==> src/rtl/conv_sequencer_if.sv <==
// Handshake and bus bundle for conv_sequencer: frame control, pixel stream,
// kernel write port and result stream.
interface conv_sequencer_if #(
  parameter int DW    = 16,
  parameter int IDX_W = 6
);
  logic          start;
  logic          busy;
  logic          done;
  logic          pix_valid;
  logic          pix_ready;
  logic [DW-1:0] pix_data;
  logic          w_we;
  logic [3:0]    w_addr;
  logic [DW-1:0] w_data;
  logic          out_valid;
  logic          out_ready;
  logic [DW-1:0] out_data;
  logic [IDX_W-1:0] out_idx;

  modport master (
    output start, pix_valid, pix_data, w_we, w_addr, w_data, out_ready,
    input  busy, done, pix_ready, out_valid, out_data, out_idx
  );

  modport slave (
    input  start, pix_valid, pix_data, w_we, w_addr, w_data, out_ready,
    output busy, done, pix_ready, out_valid, out_data, out_idx
  );
endinterface

==> src/rtl/conv_sequencer.sv <==
// Time-multiplexed 3x3 convolution sequencer over a buffered 6x6 map, one MAC tap per cycle.
// Optional macro SAT_EN: saturate results to DW bits instead of wrapping.
module conv_sequencer #(
  parameter int DW    = 16,
  parameter int IMG   = 6,
  parameter int K     = 3,
  parameter int ACC_W = 36
) (
  input  logic clk,
  input  logic rst_n,
  conv_sequencer_if.slave bus
);

  localparam int NPIX = IMG * IMG;
  localparam int NTAP = K * K;
  localparam int IW   = $clog2(NPIX);
  localparam int CW   = $clog2(IMG);
  localparam int KW   = $clog2(K);
  localparam int TW   = $clog2(NTAP);
  localparam int PW   = 2 * DW;

  typedef enum logic [2:0] {
    S_IDLE,
    S_LOAD,
    S_COMPUTE,
    S_OUTPUT,
    S_DONE
  } state_t;

  state_t r_state;
  state_t w_state_nxt;

  logic [DW-1:0]    r_buf [NPIX];
  logic [DW-1:0]    r_kern [NTAP];
  logic [IW-1:0]    r_cnt;
  logic [CW-1:0]    r_i;
  logic [CW-1:0]    r_j;
  logic [KW-1:0]    r_m;
  logic [KW-1:0]    r_n;
  logic [ACC_W-1:0] r_acc_p1;
  logic [DW-1:0]    r_out_data_p1;
  logic [IW-1:0]    r_out_idx_p1;

  logic             w_last_beat;
  logic             w_last_tap;
  logic             w_last_pos;
  logic [CW:0]      w_row;
  logic [CW:0]      w_col;
  logic             w_skip;
  logic [TW-1:0]    w_tap;
  logic [IW-1:0]    w_baddr;
  logic [PW-1:0]    w_prod_p0;
  logic [ACC_W-1:0] w_acc_base;
  logic [ACC_W-1:0] w_acc_nxt;

  function automatic logic [DW-1:0] f_out(input logic [ACC_W-1:0] a);
`ifdef SAT_EN
    f_out = (a > ACC_W'({DW{1'b1}})) ? {DW{1'b1}} : a[DW-1:0];
`else
    f_out = a[DW-1:0];
`endif
  endfunction

  assign w_last_beat = (r_state == S_LOAD) && bus.pix_valid && (r_cnt == IW'(NPIX - 1));
  assign w_last_tap  = (r_m == KW'(K - 1)) && (r_n == KW'(K - 1));
  assign w_last_pos  = (r_i == CW'(IMG - 1)) && (r_j == CW'(IMG - 1));

  always_ff @(posedge clk) begin
    if (!rst_n) r_state <= S_IDLE;
    else        r_state <= w_state_nxt;
  end

  always_comb begin
    w_state_nxt   = r_state;
    bus.busy      = 1'b0;
    bus.done      = 1'b0;
    bus.pix_ready = 1'b0;
    bus.out_valid = 1'b0;
    unique case (r_state)
      S_IDLE: if (bus.start) w_state_nxt = S_LOAD;
      S_LOAD: begin
        bus.busy      = 1'b1;
        bus.pix_ready = 1'b1;
        if (w_last_beat) w_state_nxt = S_COMPUTE;
      end
      S_COMPUTE: begin
        bus.busy = 1'b1;
        if (w_last_tap) w_state_nxt = S_OUTPUT;
      end
      S_OUTPUT: begin
        bus.busy      = 1'b1;
        bus.out_valid = 1'b1;
        if (bus.out_ready) w_state_nxt = w_last_pos ? S_DONE : S_COMPUTE;
      end
      S_DONE: begin
        bus.done    = 1'b1;
        w_state_nxt = S_IDLE;
      end
      default: w_state_nxt = S_IDLE;
    endcase
  end

  // Stage p0: tap address, border skip and full-width product
  always_comb begin
    w_row      = {1'b0, r_i} + (CW + 1)'(r_m);
    w_col      = {1'b0, r_j} + (CW + 1)'(r_n);
    w_skip     = (32'(w_row) >= IMG) || (32'(w_col) >= IMG);
    w_tap      = TW'(32'(r_m) * K + 32'(r_n));
    w_baddr    = w_skip ? '0 : IW'(32'(w_row) * IMG + 32'(w_col));
    w_prod_p0  = PW'(r_buf[w_baddr]) * PW'(r_kern[w_tap]);
    w_acc_base = (r_m == '0 && r_n == '0) ? '0 : r_acc_p1;
    w_acc_nxt  = w_acc_base + (w_skip ? '0 : ACC_W'(w_prod_p0));
  end

  // Stage p1: accumulator, pixel buffer (data only, never reset)
  always_ff @(posedge clk) begin
    if (r_state == S_LOAD && bus.pix_valid) r_buf[r_cnt] <= bus.pix_data;
    if (r_state == S_COMPUTE) r_acc_p1 <= w_acc_nxt;
  end

  always_ff @(posedge clk) begin
    if (!rst_n) begin
      r_cnt         <= '0;
      r_i           <= '0;
      r_j           <= '0;
      r_m           <= '0;
      r_n           <= '0;
      r_out_data_p1 <= '0;
      r_out_idx_p1  <= '0;
      for (int t = 0; t < NTAP; t++) r_kern[t] <= DW'(1);
    end else begin
      unique case (r_state)
        S_IDLE: begin
          if (bus.w_we && (32'(bus.w_addr) < NTAP)) r_kern[bus.w_addr] <= bus.w_data;
          if (bus.start) r_cnt <= '0;
        end
        S_LOAD: begin
          if (bus.pix_valid) r_cnt <= r_cnt + 1'b1;
          if (w_last_beat) begin
            r_i <= '0;
            r_j <= '0;
            r_m <= '0;
            r_n <= '0;
          end
        end
        S_COMPUTE: begin
          if (r_n == KW'(K - 1)) begin
            r_n <= '0;
            r_m <= r_m + 1'b1;
          end else begin
            r_n <= r_n + 1'b1;
          end
          // Result registered at the final tap so OUTPUT presents it with no extra cycle
          if (w_last_tap) begin
            r_m           <= '0;
            r_out_data_p1 <= f_out(w_acc_nxt);
            r_out_idx_p1  <= IW'(32'(r_i) * IMG + 32'(r_j));
          end
        end
        S_OUTPUT: begin
          if (bus.out_ready && !w_last_pos) begin
            if (r_j == CW'(IMG - 1)) begin
              r_j <= '0;
              r_i <= r_i + 1'b1;
            end else begin
              r_j <= r_j + 1'b1;
            end
          end
        end
        default: ;
      endcase
    end
  end

  assign bus.out_data = r_out_data_p1;
  assign bus.out_idx  = r_out_idx_p1;

endmodule

==> src/flat_wrapper.sv <==
// flat-port wrapper written by rule: the top's interface ports become plain ports
module conv_sequencer_flat 
#(
  parameter int DW    = 16,
  parameter int IMG   = 6,
  parameter int K     = 3,
  parameter int ACC_W = 36
)
  (clk, rst_n, bus_start, bus_pix_valid, bus_pix_data, bus_w_we, bus_w_addr, bus_w_data, bus_out_ready, bus_busy, bus_done, bus_pix_ready, bus_out_valid, bus_out_data, bus_out_idx);
  conv_sequencer_if #(.DW(DW), .IDX_W(6)) bus_i ();
  input  logic clk;
  input  logic rst_n;
  input wire logic [$bits(bus_i.start)-1:0] bus_start;
  input wire logic [$bits(bus_i.pix_valid)-1:0] bus_pix_valid;
  input wire logic [$bits(bus_i.pix_data)-1:0] bus_pix_data;
  input wire logic [$bits(bus_i.w_we)-1:0] bus_w_we;
  input wire logic [$bits(bus_i.w_addr)-1:0] bus_w_addr;
  input wire logic [$bits(bus_i.w_data)-1:0] bus_w_data;
  input wire logic [$bits(bus_i.out_ready)-1:0] bus_out_ready;
  output wire logic [$bits(bus_i.busy)-1:0] bus_busy;
  output wire logic [$bits(bus_i.done)-1:0] bus_done;
  output wire logic [$bits(bus_i.pix_ready)-1:0] bus_pix_ready;
  output wire logic [$bits(bus_i.out_valid)-1:0] bus_out_valid;
  output wire logic [$bits(bus_i.out_data)-1:0] bus_out_data;
  output wire logic [$bits(bus_i.out_idx)-1:0] bus_out_idx;
  assign bus_i.start = bus_start;
  assign bus_i.pix_valid = bus_pix_valid;
  assign bus_i.pix_data = bus_pix_data;
  assign bus_i.w_we = bus_w_we;
  assign bus_i.w_addr = bus_w_addr;
  assign bus_i.w_data = bus_w_data;
  assign bus_i.out_ready = bus_out_ready;
  assign bus_busy = bus_i.busy;
  assign bus_done = bus_i.done;
  assign bus_pix_ready = bus_i.pix_ready;
  assign bus_out_valid = bus_i.out_valid;
  assign bus_out_data = bus_i.out_data;
  assign bus_out_idx = bus_i.out_idx;
  conv_sequencer #(.DW(DW), .IMG(IMG), .K(K), .ACC_W(ACC_W)) u_core (.clk(clk), .rst_n(rst_n), .bus(bus_i));
endmodule
==> config.mk <==
export PLATFORM = sky130hd
export DESIGN_NAME = conv_sequencer_flat
export DESIGN_NICKNAME = d
export VERILOG_FILES = /design/src/rtl/conv_sequencer_if.sv /design/src/rtl/conv_sequencer.sv /design/src/flat_wrapper.sv
export SDC_FILE = /design/constraint.sdc
export NUM_CORES = 2
export LEC_CHECK = 0
export CAP_MARGIN = 20
export CORE_ASPECT_RATIO = 2
export CORE_MARGIN = 2
export CORE_UTILIZATION = 45
export CTS_CLUSTER_SIZE = 40
export DETAILED_ROUTE_END_ITERATION = 7
export DONT_BUFFER_PORTS = 1
export PLACE_DENSITY_LB_ADDON = 0.08
export REMOVE_ABC_BUFFERS = 1
export SYNTH_ARGS = -nofsm -noshare
export SYNTH_HDL_FRONTEND = slang
export SYNTH_SLANG_ARGS = --single-unit
==> constraint.sdc <==
create_clock -name clk -period 9.6 [get_ports clk]
set_input_delay 2.4 -clock clk [delete_from_list [all_inputs] [get_ports clk]]
set_output_delay 2.4 -clock clk [all_outputs]
set_load 0.005 [all_outputs]
# Word-level counts from Yosys, hierarchy flattened
# Memory sizes are Yosys's and may differ from the RTL's.
# Cells that the tools add are included.
[word_totals]
register_bits = 77
ram_bits = 720
output_inout_bits = 26
elab_cells = 109
mem_count = 2
[memory_table]
columns = ["name", "words", "word_bits", "rd", "rd_ports_with_merged_regs", "wr", "line", "rtl"]
rows = [
  ["u_core.r_buf", 36, 16, 1, 0, 1, "conv_sequencer.sv:33", "logic [DW-1:0] r_buf [NPIX];"],
  ["u_core.r_kern", 9, 16, 1, 0, 9, "conv_sequencer.sv:34", "logic [DW-1:0] r_kern [NTAP];"],
]
[op_classes]
addsub = 11
n_mul = 4
magnitude_cmp = 3
n_eq_ne = 17
muxes = 39
reduce_logical = 24
[op_table]
columns = ["operator", "count"]
rows = [
  ["adder 36 bit", 1],
  ["two-way mux 36 bit", 1],
  ["multiplier 16 x 16 -> 32 bit", 1],
  ["two-way mux 32 bit", 1],
  ["two-way mux 3 bit", 10],
  ["two-way mux 6 bit", 3],
  ["two-way mux 16 bit", 1],
  ["OR reduction 16 bit", 1],
  ["two-way mux 1 bit", 12],
  ["case mux 3 bit (2 select lines)", 2],
  ["case mux 3 bit (4 select lines)", 1],
  ["case mux 6 bit (2 select lines)", 1],
  ["equality test 3 bit (second input constant)", 3],
  ["AND reduction 3 bit", 3],
  ["adder 3 x 2 -> 4 bit", 2],
  ["greater-or-equal comparator 4 x 3 -> 1 bit (second input constant)", 2],
  ["two-way mux 2 bit", 4],
  ["!= test 2 x 1 -> 1 bit (second input constant)", 4],
  ["case mux 2 bit (2 select lines)", 2],
  ["AND reduction 4 bit", 2],
  ["logical AND 1 bit", 7],
  ["adder 3 x 1 -> 3 bit (second input constant)", 2],
  ["adder 6 x 1 -> 6 bit (second input constant)", 1],
  ["adder 6 x 3 -> 6 bit", 1],
  ["21 further kinds", 30],
]

# Logic depth before layout (Yosys ltp)
[depth]
depth_word = 8
mapped_depth = 53
ltp_nobuf = 47

# Worst setup path after synthesis
# No wires, ideal clock.
[synth_timing]
path_kind = "reg-to-reg"
from = "reg u_core.r_m[0]"
to = "reg u_core.r_out_data_p1[15] (netlist: u_core.bus.out_data[15])"
setup_ns = 0.074
arrival_ns = 9.933
required_time_ns = 9.526
setup_slack_ns = -0.407
stages_incl_launch_ff = 47
path_buffers = 4
path_cell_list = "dfxtp_1 > ha_1 > inv_1 > fa_1 > inv_1 > ha_1 > fa_1 > buf_2 > inv_1 > clkbuf_1 > clkbuf_1 > mux4_2 > a21oi_1 > o22ai_1 > a311oi_1 > a21o_1 > clkbuf_1 > nand2b_1 > (+11 left out) > ha_1 > a21boi_0 > o21ai_0 > nand2b_1 > a21o_1 > a21oi_1 > nor2b_1 > o21ai_0 > nand2b_1 > xnor2_1 > nor2_1 > ha_1 > and3_1 > a211o_1 > a21oi_1 > xnor2_1 > or3_1 > a31oi_1"
[synth_between]
elab_chain_len = 8
elab_cells_between_ends = 19
classes_between = "4 x add/sub; 3 x mul; 1 x order compare; 1 x eq/ne; 3 x mux; 5 x reduce/logical; 2 x memory"
[synth_lines]
columns = ["element", "line", "rtl"]
rows = [
  ["from (decl)", "conv_sequencer.sv:38", "logic [KW-1:0] r_m;"],
  ["from (signal assigned)", "conv_sequencer.sv:149", "r_m <= r_m + 1'b1;"],
  ["adder 3 x 2 -> 4 bit", "conv_sequencer.sv:105", "w_row = {1'b0, r_i} + (CW + 1)'(r_m);"],
  ["multiplier 4 x 2 -> 5 bit or greater-or-equal comparator 4 x 3 -> 1 bit (tied branches)", "conv_sequencer.sv:109, conv_sequencer.sv:107", ""],
  ["adder 6 x 4 -> 6 bit or logical OR 1 bit (tied branches)", "conv_sequencer.sv:109, conv_sequencer.sv:107", ""],
  ["two-way mux 6 bit", "conv_sequencer.sv:109", "w_baddr = w_skip ? '0 : IW'(32'(w_row) * IMG + 32'(w_col));"],
  ["memory read (36 x 16 bit)", "-", ""],
  ["multiplier 16 x 16 -> 32 bit", "conv_sequencer.sv:110", "w_prod_p0 = PW'(r_buf[w_baddr]) * PW'(r_kern[w_tap]);"],
  ["two-way mux 32 bit", "conv_sequencer.sv:112", "w_acc_nxt = w_acc_base + (w_skip ? '0 : ACC_W'(w_prod_p0));"],
  ["adder 36 bit", "conv_sequencer.sv:112", ""],
  ["to (signal assigned)", "conv_sequencer.sv:156", "r_out_data_p1 <= f_out(w_acc_nxt);"],
  ["to (decl)", "conv_sequencer.sv:41", "logic [DW-1:0] r_out_data_p1;"],
]
# Parallel ways exist; a longest one is shown, timed or not.
# A chain may end at the register's enable or synchronous reset.

# Worst setup path after layout
# Ends and elaborated chain as after synthesis.

==> results.json <==
{
  "status": "finished with violations",
  "violations": "setup timing",
  "final-setup-viol-count": 6,
  "dieArea_um2": 95970,
  "fillCellCount": 7633,
  "rows": 158,
  "fin_nets": 3672,
  "dpl.cell_count": 4524,
  "area.growth.synth_to_final_pct": 21.37,
  "io_pins": 68,
  "synth_flop_cell": "edfxtp_1",
  "final_max_slew_viol_count": 0,
  "cts_root_buffer": "clkbuf_16",
  "antenna_left": 0,
  "max_freq_mhz": 100.4,
  "io_buffer_count": 0,
  "final_util_pct": 54.99,
  "period_share_pct": 103.8,
  "critPathKind": "flop to flop",
  "cts_hold_buffers": 0,
  "grt_overflow": 0,
  "seq_area_frac_synth_pct": 62.56,
  "cp_common_cell": "fa_1",
  "ir_drop_v": 0.0001850,
  "cp_slowest_cell": "fa_4",
  "core-area_um2": 92720,
  "dr.pass1.iters": 5,
  "grt_usage_pct": 29.54,
  "antenna_found_initial": 3,
  "fin_crit_ns": 9.964,
  "multi_input_area_um2": 15960,
  "grt_first_pass_wirelength_um": 198300,
  "rsz0062_at_grt": "yes",
  "grt_pass1_vias": 29060,
  "hold_slack_ns": 0.4808,
  "grt_max_degree": 45,
  "drive_gt1_share_pct": 26.42,
  "synth-seq-cells": 889,
  "drt_iter0_drc": 1881,
  "path_max_fanout": 10,
  "h-tree-depth": 3,
  "cts_buffers": 81,
  "synthCells": 2960,
  "die_w_um": 220.1,
  "synth-warning-count": 0,
  "dp_hpwl_um": 99680,
  "hold_viol": 0,
  "end_kind": "flop",
  "drc": 0,
  "synth_enable_flop_cells": 848,
  "vias": 27190,
  "cts_tree": "built",
  "cp.required_ns": 10.20,
  "clk_path_buf_depth": 3,
  "arrival_ns": 10.57,
  "maxCapViolCount": 0,
  "seq_area_um2": 26290,
  "syn-cell-area_um2": 42010,
  "synth_async_sr_flop_share_pct": 0,
  "cts_num_sinks": 889,
  "start_kind": "flop",
  "cpPeakStageDelay_ns": 0.70,
  "clock_latency_ns": 0.70,
  "avgSynthCellArea_um2": 14.19,
  "layout_common_cells": "edfxtp_1, buf_4, nand2_1",
  "dieHeight_um": 436.1,
  "totalWireLength_um": 139500,
  "vias_per_cell": 5.768,
  "fin_ws_ns": -0.3635,
  "final_common_cell": "edfxtp_1",
  "preCtsSetupSlack_ns": -1.106,
  "powerDensity_nw_per_um2": 193.6,
  "power_leakage_nw": 18.40,
  "finClkSkew_ns": 0.03274,
  "maxSlewHeadroom_pct": 27.48,
  "instances_no_fill": 4714,
  "path_clk_slew_ns": 0.07,
  "yosysUniqueCellTypes": 91,
  "gp_congestion": 0.9219,
  "start_util_pct": 45.31,
  "min_path_type": "flop to flop",
  "worst_pin_slew_ns": 1.088,
  "wire_per_inst_um": 29.59
}
-- timing repair --
action	in CTS	in global routing
gates resized for setup	156	112
setup buffers	28	23
gates cloned	2	1
endpoints found under the setup margin	13	13
pin swaps	88	57
hold endpoints to repair	0	0
-- synthesized netlist by cell type, drive strengths merged (49+ instances only) --
| cell type | number | area [um2] |
|---|---|---|
| and2 | 157 | 982.2 |
| inv | 151 | 566.8 |
| ha | 87 | 1089 |
| nand2b | 51 | 319.1 |
| buf | 84 | 556.8 |
| fa | 89 | 1782 |
| nor2 | 135 | 538.0 |
| mux2i | 76 | 760.7 |
| nor2b | 83 | 519.3 |
| nand2 | 266 | 1003 |
| edfxtp | 848 | 25460 |
| mux4 | 86 | 1937 |
| a21oi | 92 | 468.0 |
| clkbuf | 75 | 281.5 |
| nand3 | 49 | 245.2 |
| o21ai | 97 | 485.5 |
-- layout make-up --
cell class	count	share of cell area, %
sequential	889	51.56
multi-input combinational	1872	31.29
timing repair buffer	459	8.068
clock buffer	100	4.115
tap	1200	2.945
inverter	151	1.112
clock inverter	42	0.9030
antenna	1	0.004908
-- registers in the layout, summed over array words and instances, names as in the netlist --
| signal | count |
|---|---|
| u_core.r_buf | 576 |
| u_core.r_kern | 256 |
| u_core.bus.out_data | 16 |
| u_core.r_acc_p1 | 16 |
| u_core.bus.out_idx | 6 |
| u_core.r_cnt | 6 |
| u_core.r_i | 3 |
| u_core.r_j | 3 |
| u_core.r_state | 3 |
| u_core.r_m | 2 |
| u_core.r_n | 2 |
-- per-stage QoR --
stage               area (um2)  setup TNS (ns)  power (W)
finish                   50990          -1.255   0.009871
global route             50990          -3.848    0.01026
CTS                      50330          -1.322   0.009675
detailed placement       46790          -7.479   0.006120
global placement         46790          -6.803   0.006116
floorplan                41590          -64.55   0.005456
-- critical path, delay by kind of cell, from the launching register on --
family                     cells  cell delay, ns
AOI/OAI and AO/OA              4            0.94
xor gates and xnor gates       8            1.62
adders and majority gates     10            4.61
buffers and inverters          8            0.91
DFF                            1            0.36
muxes                          1            0.19
and+or+nand+nor                4            1.28
-- cells by family (layout without fill, tap and decap cells) --
| logic type | after synthesis | in the layout | share of synthesized area [%] |
|---|---|---|---|
| AOI/OAI and AO/OA | 492 | 492 | 8.339 |
| xor gates and xnor gates | 58 | 58 | 1.376 |
| adders and majority gates | 176 | 176 | 6.832 |
| buffers and inverters | 310 | 752 | 3.344 |
| DFF | 889 | 889 | 62.56 |
| muxes | 203 | 203 | 7.529 |
| other | 1 | 113 | 0.008926 |
| and+or+nand+nor | 831 | 831 | 10.01 |
-- final timing paths --
check	depth (start not counted)	slack (ns)	start	end
max	35	-0.36	u_core.r_m[0]	u_core.bus.out_data[15]
min	2	0.48	u_core.bus.out_data[11]	u_core.bus.out_data[11]
max reg2reg	35	-0.36	u_core.r_m[0]	u_core.bus.out_data[15]
min reg2reg	2	0.48	u_core.bus.out_data[11]	u_core.bus.out_data[11]
-- power by group --
part	switching (W)	internal (W)
registers	0.0000189	0.00435
clock network	0.00148	0.00178
logic	0.00107	0.00116
-- metal layers --
metal	routed length [um]	global-route usage (%)	up-vias	part of all wire (%)
met5	0	0	-	0
met2	77630	56.08	930	56
li1	-	-	11890	-
met1	44040	28.39	13940	32
met3	6403	4.456	433	4.6
met4	11430	20.62	0	8.2
No activity file was read; power rests on OpenSTA's default activity.
